[src/rtl/cpu_pkg.sv]
// Shared encodings, ALU operation set and decoded control bundle for pipelined_cpu.
package cpu_pkg;

  localparam int unsigned XLEN   = 32;
  localparam int unsigned REG_AW = 5;

  localparam logic [5:0] OP_RTYPE = 6'h00;
  localparam logic [5:0] OP_J     = 6'h02;
  localparam logic [5:0] OP_JAL   = 6'h03;
  localparam logic [5:0] OP_BEQ   = 6'h04;
  localparam logic [5:0] OP_BNE   = 6'h05;
  localparam logic [5:0] OP_ADDI  = 6'h08;
  localparam logic [5:0] OP_ADDIU = 6'h09;
  localparam logic [5:0] OP_ANDI  = 6'h0C;
  localparam logic [5:0] OP_ORI   = 6'h0D;
  localparam logic [5:0] OP_LW    = 6'h23;
  localparam logic [5:0] OP_SW    = 6'h2B;

  localparam logic [5:0] FN_SLL  = 6'h00;
  localparam logic [5:0] FN_SRL  = 6'h02;
  localparam logic [5:0] FN_SRA  = 6'h03;
  localparam logic [5:0] FN_SLLV = 6'h04;
  localparam logic [5:0] FN_SRLV = 6'h06;
  localparam logic [5:0] FN_SRAV = 6'h07;
  localparam logic [5:0] FN_JR   = 6'h08;
  localparam logic [5:0] FN_ADD  = 6'h20;
  localparam logic [5:0] FN_ADDU = 6'h21;
  localparam logic [5:0] FN_SUB  = 6'h22;
  localparam logic [5:0] FN_SUBU = 6'h23;
  localparam logic [5:0] FN_AND  = 6'h24;
  localparam logic [5:0] FN_OR   = 6'h25;
  localparam logic [5:0] FN_XOR  = 6'h26;
  localparam logic [5:0] FN_NOR  = 6'h27;
  localparam logic [5:0] FN_SLT  = 6'h2A;

  typedef enum logic [3:0] {
    ALU_ADD, ALU_SUB, ALU_AND, ALU_OR, ALU_XOR, ALU_NOR, ALU_SLT,
    ALU_SLL, ALU_SRL, ALU_SRA, ALU_SLLV, ALU_SRLV, ALU_SRAV
  } aluop_e;

  typedef struct packed {
    logic              regwrite;
    logic              memtoreg;
    logic              memwrite;
    logic              alusrc;
    logic              link;
    aluop_e            aluop;
    logic [REG_AW-1:0] dst;
  } ctrl_t;

  localparam ctrl_t CTRL_NOP = '{regwrite: 1'b0, memtoreg: 1'b0, memwrite: 1'b0,
                                 alusrc: 1'b0, link: 1'b0, aluop: ALU_ADD, dst: 5'd0};

  localparam logic [XLEN-1:0] INSTR_NOP = 32'h0000_0000;

endpackage

[src/rtl/cpu_alu.sv]
// 32-bit wrap-around ALU: arithmetic, logic, signed compare and shifts.
module cpu_alu
  import cpu_pkg::*;
(
  input  logic [XLEN-1:0]   i_a,
  input  logic [XLEN-1:0]   i_b,
  input  logic [REG_AW-1:0] i_shamt,
  input  aluop_e            i_aluop,
  output logic [XLEN-1:0]   o_result_c
);

  always_comb begin
    o_result_c = '0;
    case (i_aluop)
      ALU_ADD:  o_result_c = i_a + i_b;
      ALU_SUB:  o_result_c = i_a - i_b;
      ALU_AND:  o_result_c = i_a & i_b;
      ALU_OR:   o_result_c = i_a | i_b;
      ALU_XOR:  o_result_c = i_a ^ i_b;
      ALU_NOR:  o_result_c = ~(i_a | i_b);
      ALU_SLT:  o_result_c = {31'd0, ($signed(i_a) < $signed(i_b))};
      ALU_SLL:  o_result_c = i_b << i_shamt;
      ALU_SRL:  o_result_c = i_b >> i_shamt;
      ALU_SRA:  o_result_c = $unsigned($signed(i_b) >>> i_shamt);
      ALU_SLLV: o_result_c = i_b << i_a[4:0];
      ALU_SRLV: o_result_c = i_b >> i_a[4:0];
      ALU_SRAV: o_result_c = $unsigned($signed(i_b) >>> i_a[4:0]);
      default:  o_result_c = '0;
    endcase
  end

endmodule

[src/rtl/pipelined_cpu.sv]
// Five-stage in-order MIPS-subset core; branches resolve in D, memories are external.
module pipelined_cpu
  import cpu_pkg::*;
#(
  parameter logic [31:0] RESET_PC = 32'h0
) (
  input  logic        clock,
  input  logic        reset,
  input  logic [31:0] i_datain,
  input  logic [31:0] d_datain,
  output logic [31:0] d_dataout,
  output logic [31:0] d_addr,
  output logic [31:0] i_addr,
  output logic        d_we
);

  logic [XLEN-1:0] gr [0:31];
  logic [XLEN-1:0] pcF, InstrF;

  logic [XLEN-1:0] r_instr_d, r_pc_d;
  logic [5:0]      w_op, w_funct;
  logic [4:0]      w_rs, w_rt, w_rd, w_shamt;
  logic [15:0]     w_imm16;
  ctrl_t           w_ctrl_d;
  logic            w_use_rs, w_use_rt, w_is_beq, w_is_bne, w_is_j, w_is_jr, w_zext;
  logic [XLEN-1:0] w_imm_d, w_rs_val_d, w_rt_val_d, w_br_a, w_br_b;
  logic [XLEN-1:0] w_pc_plus4_d, w_target_d;
  logic            w_taken, w_hit_e, w_hit_m_ld, w_stall;

  ctrl_t           r_ctrl_e;
  logic [XLEN-1:0] r_rs_val_e, r_rt_val_e, r_imm_e, r_link_e;
  logic [4:0]      r_rs_e, r_rt_e, r_shamt_e;
  logic [XLEN-1:0] SrcAE, SrcBE, w_rt_fwd_e, w_alu_e, w_result_e;
  logic            w_fwd_a_m, w_fwd_a_w, w_fwd_b_m, w_fwd_b_w;

  logic            r_regwrite_m, r_memtoreg_m, r_memwrite_m;
  logic [4:0]      r_dst_m;
  logic [XLEN-1:0] ALUOutM, r_wdata_m;

  logic            r_regwrite_w, r_memtoreg_w;
  logic [4:0]      r_dst_w;
  logic [XLEN-1:0] r_aluout_w, r_rdata_w, ResultW;

  assign InstrF    = i_datain;
  assign i_addr    = pcF;
  assign d_addr    = ALUOutM;
  assign d_dataout = r_wdata_m;
  assign d_we      = r_memwrite_m;

  assign w_op    = r_instr_d[31:26];
  assign w_rs    = r_instr_d[25:21];
  assign w_rt    = r_instr_d[20:16];
  assign w_rd    = r_instr_d[15:11];
  assign w_shamt = r_instr_d[10:6];
  assign w_funct = r_instr_d[5:0];
  assign w_imm16 = r_instr_d[15:0];

  // Decode; anything unrecognised stays a NOP
  always_comb begin
    w_ctrl_d = CTRL_NOP;
    w_use_rs = 1'b0;
    w_use_rt = 1'b0;
    w_is_beq = 1'b0;
    w_is_bne = 1'b0;
    w_is_j   = 1'b0;
    w_is_jr  = 1'b0;
    w_zext   = 1'b0;
    case (w_op)
      OP_RTYPE: begin
        w_ctrl_d.dst = w_rd;
        w_use_rs     = 1'b1;
        w_use_rt     = 1'b1;
        w_ctrl_d.regwrite = 1'b1;
        case (w_funct)
          FN_SLL:  begin w_ctrl_d.aluop = ALU_SLL; w_use_rs = 1'b0; end
          FN_SRL:  begin w_ctrl_d.aluop = ALU_SRL; w_use_rs = 1'b0; end
          FN_SRA:  begin w_ctrl_d.aluop = ALU_SRA; w_use_rs = 1'b0; end
          FN_SLLV: w_ctrl_d.aluop = ALU_SLLV;
          FN_SRLV: w_ctrl_d.aluop = ALU_SRLV;
          FN_SRAV: w_ctrl_d.aluop = ALU_SRAV;
          FN_ADD, FN_ADDU: w_ctrl_d.aluop = ALU_ADD;
          FN_SUB, FN_SUBU: w_ctrl_d.aluop = ALU_SUB;
          FN_AND:  w_ctrl_d.aluop = ALU_AND;
          FN_OR:   w_ctrl_d.aluop = ALU_OR;
          FN_XOR:  w_ctrl_d.aluop = ALU_XOR;
          FN_NOR:  w_ctrl_d.aluop = ALU_NOR;
          FN_SLT:  w_ctrl_d.aluop = ALU_SLT;
          FN_JR: begin
            w_ctrl_d = CTRL_NOP;
            w_is_jr  = 1'b1;
            w_use_rt = 1'b0;
          end
          default: begin
            w_ctrl_d = CTRL_NOP;
            w_use_rs = 1'b0;
            w_use_rt = 1'b0;
          end
        endcase
      end
      OP_J:   w_is_j = 1'b1;
      OP_JAL: begin
        w_is_j            = 1'b1;
        w_ctrl_d.regwrite = 1'b1;
        w_ctrl_d.link     = 1'b1;
        w_ctrl_d.dst      = 5'd31;
      end
      OP_BEQ, OP_BNE: begin
        w_is_beq = (w_op == OP_BEQ);
        w_is_bne = (w_op == OP_BNE);
        w_use_rs = 1'b1;
        w_use_rt = 1'b1;
      end
      OP_ADDI, OP_ADDIU, OP_ANDI, OP_ORI, OP_LW: begin
        w_ctrl_d.regwrite = 1'b1;
        w_ctrl_d.alusrc   = 1'b1;
        w_ctrl_d.memtoreg = (w_op == OP_LW);
        w_ctrl_d.dst      = w_rt;
        w_use_rs          = 1'b1;
        w_zext            = (w_op == OP_ANDI) || (w_op == OP_ORI);
        w_ctrl_d.aluop    = (w_op == OP_ANDI) ? ALU_AND :
                            (w_op == OP_ORI)  ? ALU_OR  : ALU_ADD;
      end
      OP_SW: begin
        w_ctrl_d.memwrite = 1'b1;
        w_ctrl_d.alusrc   = 1'b1;
        w_use_rs          = 1'b1;
        w_use_rt          = 1'b1;
      end
      default: ;
    endcase
  end

  assign w_imm_d = w_zext ? {16'd0, w_imm16} : {{16{w_imm16[15]}}, w_imm16};

  // Register read is write-first against the W stage
  assign w_rs_val_d = (w_rs == 5'd0) ? '0 :
                      (r_regwrite_w && r_dst_w == w_rs) ? ResultW : gr[w_rs];
  assign w_rt_val_d = (w_rt == 5'd0) ? '0 :
                      (r_regwrite_w && r_dst_w == w_rt) ? ResultW : gr[w_rt];

  assign w_br_a = (r_regwrite_m && !r_memtoreg_m && r_dst_m != 5'd0 && r_dst_m == w_rs)
                  ? ALUOutM : w_rs_val_d;
  assign w_br_b = (r_regwrite_m && !r_memtoreg_m && r_dst_m != 5'd0 && r_dst_m == w_rt)
                  ? ALUOutM : w_rt_val_d;

  assign w_pc_plus4_d = r_pc_d + 32'd4;

  always_comb begin
    w_target_d = w_pc_plus4_d + {w_imm_d[29:0], 2'b00};
    if (w_is_j)
      w_target_d = {w_pc_plus4_d[31:28], r_instr_d[25:0], 2'b00};
    else if (w_is_jr)
      w_target_d = w_br_a;
  end

  assign w_taken = w_is_j || w_is_jr ||
                   (w_is_beq && (w_br_a == w_br_b)) ||
                   (w_is_bne && (w_br_a != w_br_b));

  // Hazards: load-use from E, and branch operands still in flight in E or as a load in M
  assign w_hit_e = r_ctrl_e.regwrite && r_ctrl_e.dst != 5'd0 &&
                   ((w_use_rs && w_rs == r_ctrl_e.dst) || (w_use_rt && w_rt == r_ctrl_e.dst));
  assign w_hit_m_ld = r_memtoreg_m && r_dst_m != 5'd0 &&
                      ((w_use_rs && w_rs == r_dst_m) || (w_use_rt && w_rt == r_dst_m));
  assign w_stall = (w_hit_e && r_ctrl_e.memtoreg) ||
                   ((w_is_beq || w_is_bne || w_is_jr) && (w_hit_e || w_hit_m_ld));

  always_ff @(posedge clock) begin
    if (reset)
      pcF <= RESET_PC;
    else if (!w_stall)
      pcF <= w_taken ? w_target_d : pcF + 32'd4;
  end

  always_ff @(posedge clock) begin
    if (reset) begin
      r_instr_d <= INSTR_NOP;
      r_pc_d    <= '0;
    end else if (!w_stall) begin
      r_instr_d <= w_taken ? INSTR_NOP : InstrF;
      r_pc_d    <= pcF;
    end
  end

  always_ff @(posedge clock) begin
    if (reset || w_stall) begin
      r_ctrl_e   <= CTRL_NOP;
      r_rs_val_e <= '0;
      r_rt_val_e <= '0;
      r_imm_e    <= '0;
      r_link_e   <= '0;
      r_rs_e     <= '0;
      r_rt_e     <= '0;
      r_shamt_e  <= '0;
    end else begin
      r_ctrl_e   <= w_ctrl_d;
      r_rs_val_e <= w_rs_val_d;
      r_rt_val_e <= w_rt_val_d;
      r_imm_e    <= w_imm_d;
      r_link_e   <= w_pc_plus4_d;
      r_rs_e     <= w_rs;
      r_rt_e     <= w_rt;
      r_shamt_e  <= w_shamt;
    end
  end

  // E operand bypass: M beats W, $0 never forwarded
  assign w_fwd_a_m = r_regwrite_m && r_dst_m != 5'd0 && r_dst_m == r_rs_e;
  assign w_fwd_a_w = r_regwrite_w && r_dst_w != 5'd0 && r_dst_w == r_rs_e;
  assign w_fwd_b_m = r_regwrite_m && r_dst_m != 5'd0 && r_dst_m == r_rt_e;
  assign w_fwd_b_w = r_regwrite_w && r_dst_w != 5'd0 && r_dst_w == r_rt_e;

  assign SrcAE      = w_fwd_a_m ? ALUOutM : w_fwd_a_w ? ResultW : r_rs_val_e;
  assign w_rt_fwd_e = w_fwd_b_m ? ALUOutM : w_fwd_b_w ? ResultW : r_rt_val_e;
  assign SrcBE      = r_ctrl_e.alusrc ? r_imm_e : w_rt_fwd_e;

  cpu_alu u_alu (
    .i_a        (SrcAE),
    .i_b        (SrcBE),
    .i_shamt    (r_shamt_e),
    .i_aluop    (r_ctrl_e.aluop),
    .o_result_c (w_alu_e)
  );

  assign w_result_e = r_ctrl_e.link ? r_link_e : w_alu_e;

  always_ff @(posedge clock) begin
    if (reset) begin
      r_regwrite_m <= 1'b0;
      r_memtoreg_m <= 1'b0;
      r_memwrite_m <= 1'b0;
      r_dst_m      <= '0;
      ALUOutM      <= '0;
      r_wdata_m    <= '0;
    end else begin
      r_regwrite_m <= r_ctrl_e.regwrite;
      r_memtoreg_m <= r_ctrl_e.memtoreg;
      r_memwrite_m <= r_ctrl_e.memwrite;
      r_dst_m      <= r_ctrl_e.dst;
      ALUOutM      <= w_result_e;
      r_wdata_m    <= w_rt_fwd_e;
    end
  end

  always_ff @(posedge clock) begin
    if (reset) begin
      r_regwrite_w <= 1'b0;
      r_memtoreg_w <= 1'b0;
      r_dst_w      <= '0;
      r_aluout_w   <= '0;
      r_rdata_w    <= '0;
    end else begin
      r_regwrite_w <= r_regwrite_m;
      r_memtoreg_w <= r_memtoreg_m;
      r_dst_w      <= r_dst_m;
      r_aluout_w   <= ALUOutM;
      r_rdata_w    <= d_datain;
    end
  end

  assign ResultW = r_memtoreg_w ? r_rdata_w : r_aluout_w;

  always_ff @(posedge clock) begin
    if (reset) begin
      for (int i = 0; i < 32; i++) gr[i] <= '0;
    end else if (r_regwrite_w && r_dst_w != 5'd0) begin
      gr[r_dst_w] <= ResultW;
    end
  end

endmodule

[config.mk]
export PLATFORM = sky130hd
export DESIGN_NAME = pipelined_cpu
export DESIGN_NICKNAME = d
export VERILOG_FILES = /design/src/rtl/cpu_pkg.sv /design/src/rtl/cpu_alu.sv /design/src/rtl/pipelined_cpu.sv
export SDC_FILE = /design/constraint.sdc
export NUM_CORES = 2
export LEC_CHECK = 0
export ABC_AREA = 1
export CORE_MARGIN = 10
export CORE_UTILIZATION = 35
export CTS_BUF_LIST = sky130_fd_sc_hd__clkbuf_16
export DETAILED_ROUTE_END_ITERATION = 12
export SLEW_MARGIN = 20
export SYNTH_ARGS = -nofsm -noshare
export SYNTH_HDL_FRONTEND = slang
export SYNTH_SLANG_ARGS = --single-unit
[constraint.sdc]
create_clock -name clock -period 10.84 [get_ports clock]
set_input_delay 1.084 -clock clock [delete_from_list [all_inputs] [get_ports clock]]
set_output_delay 1.084 -clock clock [all_outputs]
set_load 0.1 [all_outputs]
==> impl_metrics.ini <==
[run_status]
status = finished clean

[detailed_routing]
firstDrtPassIters = 9
viasPerCell = 5.76
drt_iter0_drc = 12400
wl_mm = 398
ant_nets = 0
num_vias = 88200
wl_per_cell_um = 26.0
route.detailed.drc = 0

[synthesis]
yosysTopAreaCellShare_pct = 34.8
synth_xor_area_share_pct = 0.942
synth_mux_area_share_pct = 0.0340
synthesis.instances = 12200
synthesis.area_um2 = 88300
synth-adder-area-share_pct = 1.91
synth-seq-cells = 1411
yosysTopAreaCell = edfxtp_1
synth_seq_area_share_pct = 43.6
yosysMostFrequentCell = nand2_1
yosys.cell_types.count = 65
synth_top_family_by_area = simple AND/OR/NAND/NOR gates
synth_compound_area_share_pct = 12.0
yosys.area_share.simple_pct = 31.8
synthTopCellsByCount = 2,926 x nand2_1, 1,913 x nand3_1, 1,561 x nor2_1, 1,188 x inv_1, 1,024 x edfxtp_1
yosys-top-cells-area = edfxtp_1 35%, nand2_1 12%, nand3_1 11%
synthArstFlopShare_pct = 0
yosys_warnings = 0
synth_edf_count = 1024
synthFlopType = edfxtp_1
syn_area_per_cell_um2 = 7.26

[placement]
place_inst = 15000
portBuffers = 162
gp_congestion = 1.01
place_ws_ns = 3.48
hpwl_mm = 254

[cells_and_area]
finalNonFillerCells = 15300
fill_cells = 25900
syn_to_final_growth_pct = 10.9
drive_gt1_share_pct = 5.78
final_nets = 12000
seq_area_um2 = 38500
multiInputGateArea_um2 = 41900

[grt]
grt_pass1_wl_mm = 569
grt_start_max_net_pins = 211
antenna_found_initial = 18
grt-ovfl-total = 0
use_met2_pct = 42.3
met1_usage_pct = 34.9
grt_util_met3_pct = 7.82
grt_pass1_vias = 81000
gr-max-usage-layer = met2
grt_usage_pct = 27.8

[min_path]
hold_depth = 2
hp-class = flip-flop to flip-flop

[sta]
finalCritPeriodShare_pct = 70.3
drv_slew = 0
fin_setup_tns_ns = 0
hold_viol = 0
worst_pin_slew_ns = 1.20
skew_ns = 0.0456
relSlewSlack_pct = 18.9
layout_setup_ws_ns = 3.22
fmax_ghz = 0.131
finalSetupViolCount = 0
layout_min_cycle_time_ns = 7.62
rsz0062_at_grt = no

[cts]
cts_made_buffers = 162
cts-resized-gates = 0
cts_hold_buf = 0
insertion_delay_ns = 0.87
h-tree-depth = 4
cts.sinks = 1411
clkSlewWorstSetupHoldPaths_ns = 0.07
cts-root-buf = clkbuf_16
cts_tree = yes
postCtsSetupRepairBufs = 0
clock_path_buffers = 3

[worst_setup_path]
required_ns = 11.57
cp_data_arrival_time_ns = 8.34
worst_setup_path_end_kind = flip-flop
crit_path_start_kind = flip-flop
worst-setup-path-type = flip-flop to flip-flop
ff2ff_path_depth = 26
crit_fanout = 34

[floorplan]
core_um2 = 251000
die_area_um2 = 273000
start_util_pct = 35.2
die_x_um = 522
rows = 184
num_io_pins = 163
die_h_um = 522

[power_and_ir_drop]
p_int_mw = 10.0
p_leak_nw = 39.7
ir_drop_v = 0.000200
power_density_nw_per_um2 = 159
p_sw_share_pct = 35.9
switchingPower_mw = 5.61
share_seq_of_total_power_pct = 40.3
p_clk_share_pct = 34.9
comb_power_share_pct = 24.9

[job]
cap_violations = 0
## cell usage in the layout, fill, tap and decap left out, drive strengths merged, types with 65 or more instances in the layout
master,n
or2,82
nand2,2927
clkinv,65
nand3,1917
dfxtp,387
buf,240
a21oi,482
clkdlybuf4s50,148
inv,1266
edfxtp,1024
nor2,1564
ha,130
o21ai,464
o211ai,623
xor2,69
clkbuf,165
## state kept, by name, summed over array words and instances (netlist names), named ones only
signal	flops
gr	1024
d_addr	32
d_dataout	32
i_addr	32
r_aluout_w	32
r_instr_d	32
r_link_e	32
r_pc_d	32
r_rdata_w	32
r_rs_val_e	32
r_rt_val_e	32
r_imm_e	18
r_ctrl_e	14
r_dst_m	5
r_dst_w	5
r_rs_e	5
r_rt_e	5
d_we	1
r_memtoreg_m	1
r_memtoreg_w	1
r_regwrite_m	1
r_regwrite_w	1
## worst max-delay path, stage by stage (launching register included)
cell	delay, ns
dfxtp_4	0.77
buf_4	0.67
nand2_1	0.20
o21ai_4	0.08
buf_4	0.46
inv_1	0.12
nand2_1	0.09
nand2_1	0.06
a21oi_1	0.66
inv_1	0.27
ha_1	0.26
a21oi_1	0.14
nand2_1	0.10
a21boi_0	0.46
o21ai_0	0.39
nand2_1	0.14
nand2_1	0.16
nand3_1	0.12
nand2_1	0.13
a21oi_1	0.64
o21ai_0	0.23
or2_2	0.32
a21oi_1	0.42
nand2_1	0.16
nand3b_1	0.22
nand2_1	0.12
a21oi_1	0.08
## path summary, 6_finish.rpt
path | startpoint | endpoint | slack (ns)
setup reg to reg | r_memtoreg_w | d_addr[19] | 3.22
setup / recovery | r_memtoreg_w | d_addr[19] | 3.22
hold / removal | r_link_e[11] | d_addr[11] | 0.43
hold reg to reg | r_link_e[11] | d_addr[11] | 0.43
## kinds of logic (layout without fill, tap and decap cells)
| group | after synthesis | after routing |
|---|---|---|
| compound gates | 1728 | 1728 |
| xor+xnor | 95 | 95 |
| fa+ha+maj | 133 | 133 |
| buf+inv | 2141 | 1900 |
| flops | 1411 | 1411 |
| mux | 3 | 3 |
| other cells | 1 | 41 |
| simple gates | 6657 | 6657 |
## through the flow
stage	hold slack (ns)	instance area [um2]	utilization [%]	power, mW
after CTS	0.429	97800	38.9	15.5
after detailed placement	0.415	92700	36.9	10.1
after global placement	0.424	92700	36.9	10.1
final	0.427	97900	39.0	15.6
after global routing	0.440	97900	39.0	16.1
after floorplan	0.388	88400	-	8.66
## metal layers
layer	wire length, um	share of wire [%]
met5	92	0.023
met4	29100	7.3
met3	47700	12
met2	171000	43
met1	150000	38
## power by group through the flow
stage / clock [mW] / sequential [mW] / combinational [mW]
after detailed placement: 0 / 6.38 / 3.74
final: 5.44 / 6.28 / 3.88
after global routing: 5.69 / 6.30 / 4.11
after floorplan: 0 / 6.54 / 2.12
after CTS: 5.48 / 6.27 / 3.75
after global placement: 0 / 6.38 / 3.75
## cell type report
cell class | instances | share of cell area, %
Multi-Input combinational cell | 8648 | 42.8
Sequential cell | 1411 | 39.4
Inverter | 1218 | 4.70
Tap cell | 3348 | 4.28
Clock buffer | 165 | 4.22
Timing Repair Buffer | 388 | 3.57
Clock inverter | 129 | 1.03
Antenna cell | 9 | 0.0230
Note: power is estimated with default switching activity, not from simulation.
